===== config.mk =====
export PLATFORM = sky130hd
export DESIGN_NAME = pulse_seq_fsm_flat
export DESIGN_NICKNAME = d
export VERILOG_FILES = /design/src/rtl/pulse_seq_fsm_if.sv /design/src/rtl/pulse_seq_fsm.sv /design/src/flat_wrapper.sv
export SDC_FILE = /design/constraint.sdc
export NUM_CORES = 1
export LEC_CHECK = 0
export BUFFER_PORTS_ARGS = -buffer_cell sky130_fd_sc_hd__buf_4
export CORE_MARGIN = 3
export CORE_UTILIZATION = 40
export CTS_BUF_LIST = sky130_fd_sc_hd__clkbuf_4
export DETAILED_ROUTE_END_ITERATION = 8
export SLEW_MARGIN = 20
export SYNTH_ARGS = -nofsm -noshare
export SYNTH_HDL_FRONTEND = slang
export SYNTH_SLANG_ARGS = --single-unit

===== constraint.sdc =====
create_clock -name Clock -period 2.4 [get_ports Clock]
set_input_delay 0.24 -clock Clock [delete_from_list [all_inputs] [get_ports Clock]]
set_output_delay 0.24 -clock Clock [all_outputs]
set_load 0.01 [all_outputs]

===== src/rtl/pulse_seq_fsm_if.sv =====
// Handshake bundle for pulse_seq_fsm.
// Enable, pulse and ack inputs; flag outputs.
interface pulse_seq_fsm_if #(
  parameter int CH = 4
);
  logic          En;
  logic [CH-1:0] A;
  logic [CH-1:0] Ack;
  logic [CH-1:0] F;
  logic [CH-1:0] G;
  logic [CH-1:0] TO;
  logic          Busy;

  modport master (
    output En, A, Ack,
    input  F, G, TO, Busy
  );

  modport slave (
    input  En, A, Ack,
    output F, G, TO, Busy
  );
endinterface


===== src/rtl/pulse_seq_fsm.sv =====
// Per-channel pulse sequence detector.
// Counts pulses, times gaps, flags done/timeout.
module pulse_seq_fsm #(
  parameter int CH      = 4,
  parameter int PULSES  = 2,
  parameter int TIMEOUT = 15,
  parameter int POL     = 1
) (
  input  logic           Clock,
  input  logic           Reset,
  pulse_seq_fsm_if.slave bus
);

  typedef enum logic [1:0] {
    IDLE  = 2'b00,
    START = 2'b01,
    STOP  = 2'b10,
    CLEAR = 2'b11
  } state_t;

  localparam logic [7:0]  PMAX  = 8'(PULSES);
  localparam logic [15:0] TLAST = 16'(TIMEOUT - 1);

  state_t        state [CH];
  logic [7:0]    cnt   [CH];
  logic [15:0]   tmr   [CH];
  logic [CH-1:0] to_q;
  logic [CH-1:0] act;

  always_comb begin
    act = (POL != 0) ? bus.A : ~bus.A;
  end

  always_ff @(posedge Clock) begin
    if (Reset) begin
      for (int i = 0; i < CH; i++) begin
        state[i] <= IDLE;
        cnt[i]   <= '0;
        tmr[i]   <= '0;
      end
      to_q <= '0;
    end else if (!bus.En) begin
      to_q <= '0;
    end else begin
      to_q <= '0;
      for (int i = 0; i < CH; i++) begin
        case (state[i])
          IDLE: begin
            if (act[i]) begin
              state[i] <= START;
              cnt[i]   <= '0;
            end
          end
          START: begin
            if (!act[i]) begin
              cnt[i] <= cnt[i] + 8'd1;
              tmr[i] <= '0;
              state[i] <= (cnt[i] + 8'd1 == PMAX)
                        ? CLEAR : STOP;
            end
          end
          STOP: begin
            // act wins over a timeout due the same cycle
            if (act[i]) begin
              state[i] <= START;
            end else if (tmr[i] == TLAST) begin
              state[i] <= IDLE;
              cnt[i]   <= '0;
              tmr[i]   <= '0;
              to_q[i]  <= 1'b1;
            end else begin
              tmr[i] <= tmr[i] + 16'd1;
            end
          end
          CLEAR: begin
            if (bus.Ack[i]) state[i] <= IDLE;
          end
          default: state[i] <= IDLE;
        endcase
      end
    end
  end

  logic [CH-1:0] f_d;
  logic [CH-1:0] g_d;
  logic [CH-1:0] b_d;

  always_comb begin
    f_d = '0;
    g_d = '0;
    b_d = '0;
    for (int i = 0; i < CH; i++) begin
      f_d[i] = (state[i] == CLEAR);
      g_d[i] = (state[i] == IDLE);
      b_d[i] = (state[i] == START)
            || (state[i] == STOP);
    end
  end

  assign bus.F    = f_d;
  assign bus.G    = g_d;
  assign bus.TO   = to_q;
  assign bus.Busy = |b_d;

endmodule


===== src/flat_wrapper.sv =====
// flat-port wrapper written by rule: the top's interface ports become plain ports
module pulse_seq_fsm_flat 
#(
  parameter int CH      = 4,
  parameter int PULSES  = 2,
  parameter int TIMEOUT = 15,
  parameter int POL     = 1
)
  (Clock, Reset, bus_En, bus_A, bus_Ack, bus_F, bus_G, bus_TO, bus_Busy);
  pulse_seq_fsm_if #(.CH(CH)) bus_i ();
  input  logic Clock;
  input  logic Reset;
  input wire logic [$bits(bus_i.En)-1:0] bus_En;
  input wire logic [$bits(bus_i.A)-1:0] bus_A;
  input wire logic [$bits(bus_i.Ack)-1:0] bus_Ack;
  output wire logic [$bits(bus_i.F)-1:0] bus_F;
  output wire logic [$bits(bus_i.G)-1:0] bus_G;
  output wire logic [$bits(bus_i.TO)-1:0] bus_TO;
  output wire logic [$bits(bus_i.Busy)-1:0] bus_Busy;
  assign bus_i.En = bus_En;
  assign bus_i.A = bus_A;
  assign bus_i.Ack = bus_Ack;
  assign bus_F = bus_i.F;
  assign bus_G = bus_i.G;
  assign bus_TO = bus_i.TO;
  assign bus_Busy = bus_i.Busy;
  pulse_seq_fsm #(.CH(CH), .PULSES(PULSES), .TIMEOUT(TIMEOUT), .POL(POL)) u_core (.Clock(Clock), .Reset(Reset), .bus(bus_i));
endmodule

==> flow_metrics.tcl <==
set metrics [dict create \
    cts_resized 0 \
    drt_iter0_markers 277 \
    power_mw 3.62 \
    min_period_ps 2220 \
    max_freq_mhz 450 \
    vias 4681 \
    dieArea_um2 18000 \
    grt_overflow_total 0 \
    worstSetupPathType "reg -> out" \
    end_kind "output pin" \
    cp.required_ps 2160 \
    grt_max_degree 17 \
    max_cap_violations 0 \
    diodes 0 \
    clock-sinks 108 \
    die_x_um 134 \
    synth_area_leaders "edfxtp_1 (48%), nor2_1 (6.2%), ha_1 (6.1%)" \
    slew_violations 0 \
    finClkSkew_ps 27.2 \
    cts_buffers 9 \
    p_sw_frac 0.258 \
    drc 0 \
    cts_tree "yes" \
    yosysTopAreaCellShare 0.477 \
    viasPerCell 5.32 \
    period_share 0.925 \
    core-area_um2 15900 \
    combinationalPowerShare 0.106 \
    dieHeight_um 134 \
    area_growth_pct 8.69 \
    synth_cell_types 60 \
    num_rows 46 \
    outcome "complete, no violations" \
    drive_above_1_share 0.104 \
    cts_max_level 3 \
    post-synth-top-count-cell "nor2_1" \
    cts-root-buf "clkbuf_4" \
    cts_setup_buffers 0 \
    synth_edf_count 104 \
    placed_cells 865 \
    wl_per_cell_um 14.3 \
    holdBufCountCts 0 \
    fin_tns_setup_ps 0 \
    power.density_nw_per_um2 509 \
    grtUsageTotal 0.149 \
    p_seq_frac 0.639 \
    clk_pin_slew_ps 160 \
    dp_hpwl_um 9180 \
    post-route-util 0.447 \
    setup_viol 0 \
    wirelength_um 12600 \
    grt_first_pass_wirelength_um 21900 \
    clkPwrFrac 0.255 \
    hold_path.class "in -> reg" \
    tightest_slew_ps 674 \
    ys_warn_count 0 \
    portBuffers 23 \
    ys_seq_area_frac 0.489 \
    grt_pass1_vias 4608 \
    antenna_found_initial 0 \
    power.leakage_nw 2.46 \
    worst-path-max-fanout 3 \
    ioPinCount 24 \
    async_flop_share 0 \
    worstSkewPairLatency_ps 480 \
    ant_nets 0 \
    clock_path_buffers 2 \
    critPathLaunchType "flip-flop" \
    fin_cells 880 \
    gp_congestion 0.808 \
    yosys_most_used_dff "edfxtp_1" \
    ir_drop_uv 285 \
    nets 703 \
    rsz0062_at_grt "false" \
    max-slew-margin-rel 0.551 \
    p_int_mw 2.69 \
    synth_area_leader_cell "edfxtp_1" \
    hold_violations 0 \
    syn_area_um2 6550 \
    worstPathArrival_ps 1980 \
    postSynthAreaPerCell_um2 10.4 \
    switchingPower_mw 0.936 \
    synth_common_cells "nor2_1 (108), edfxtp_1 (104), xnor2_1 (45)" \
    postSynthCellCount 632 \
    synth_fp_nets 675 \
    drt_first_pass_iters 5 \
    start_util 0.411 \
    synth-seq-cells 108 \
]
## state kept, by name (all words and copies together), names as in the netlist
signal,flops
u_core.tmr,64
u_core.cnt,32
u_core.state,8
u_core.bus.TO,4
## final timing paths
check	start	end	slack [ps]	depth (start not counted)
worst max register to register	u_core.tmr[2][0]	u_core.tmr[2][13]	280	6
worst min-delay path	bus_A[3]	u_core.bus.TO[3]	170	3
worst max-delay path	u_core.state[0][0]	bus_Busy	180	4
worst min register to register	u_core.tmr[0][0]	u_core.tmr[0][0]	630	1
## power by group through the flow
stage	Sequential [mW]	Combinational [mW]	Clock, mW
finish	2.31	0.384	0.924
global route	2.34	0.434	1.04
CTS	2.31	0.389	0.978
detailed placement	2.36	0.385	0
global placement	2.35	0.379	0
floorplan	2.31	0.283	0
## cells in the final DEF, fill, tap and decap left out, drive strengths merged, types with 4 or more instances in the layout
cell / instances
xnor2: 45
ha: 32
nand3b: 5
a311oi: 5
a21oi: 6
inv: 28
o21ai: 12
a211o: 6
xor2: 33
nor2: 108
and4: 5
clkbuf: 11
and2: 4
nand2b: 8
nor4: 26
and3: 15
nor3: 18
or3: 5
and3b: 4
nand3: 40
nand4: 23
a21boi: 5
edfxtp: 104
buf: 35
nand2: 36
dfxtp: 4
## cell type report
cell class	instances	area [um^2]
clock inverter	4	50.0
inverter	27	101
clock buffer	11	82.6
timing repair buffer	35	263
sequential	108	3200
multi-input combinational	479	3150
tap	216	270
fill	1512	8820
## metrics by stage
| stage | setup WS [ps] | instance area, um^2 | hold slack, ps |
|---|---|---|---|
| global placement | 343 | 6990 | 594 |
| floorplan | 107 | 6550 | 486 |
| CTS | 96.8 | 7120 | 124 |
| detailed placement | 312 | 6990 | 610 |
| global route | 40.5 | 7120 | 136 |
| finish | 180 | 7120 | 172 |
## per-layer routing
metal | vias to the layer above | share of wire | GRT usage
met5 | - | 0 | 0
met4 | 0 | 0.015 | 0.0434
met3 | 13 | 0.037 | 0.0379
met2 | 69 | 0.47 | 0.244
met1 | 2232 | 0.48 | 0.197
li1 | 2367 | - | -
## worst max-delay path, cell delays in order (launching register included)
cell      delay (ps)
edfxtp_1         420
inv_1             80
ha_1             320
or4_1            530
buf_4            170
## kinds of logic (layout without fill, tap and decap cells)
| kind of cell | Yosys count | count (layout) | synth area share |
|---|---|---|---|
| buffers and inverters | 45 | 77 | 0.0302 |
| AO/OA/AOI/OAI | 56 | 56 | 0.0672 |
| adder cells (fa/ha/maj) | 32 | 32 | 0.0611 |
| AND/OR/NAND/NOR | 311 | 311 | 0.245 |
| flip-flops | 108 | 108 | 0.489 |
| multiplexers | 2 | 2 | 0.00325 |
| XOR/XNOR | 78 | 78 | 0.104 |
Note: power is estimated with default switching activity, not from simulation.
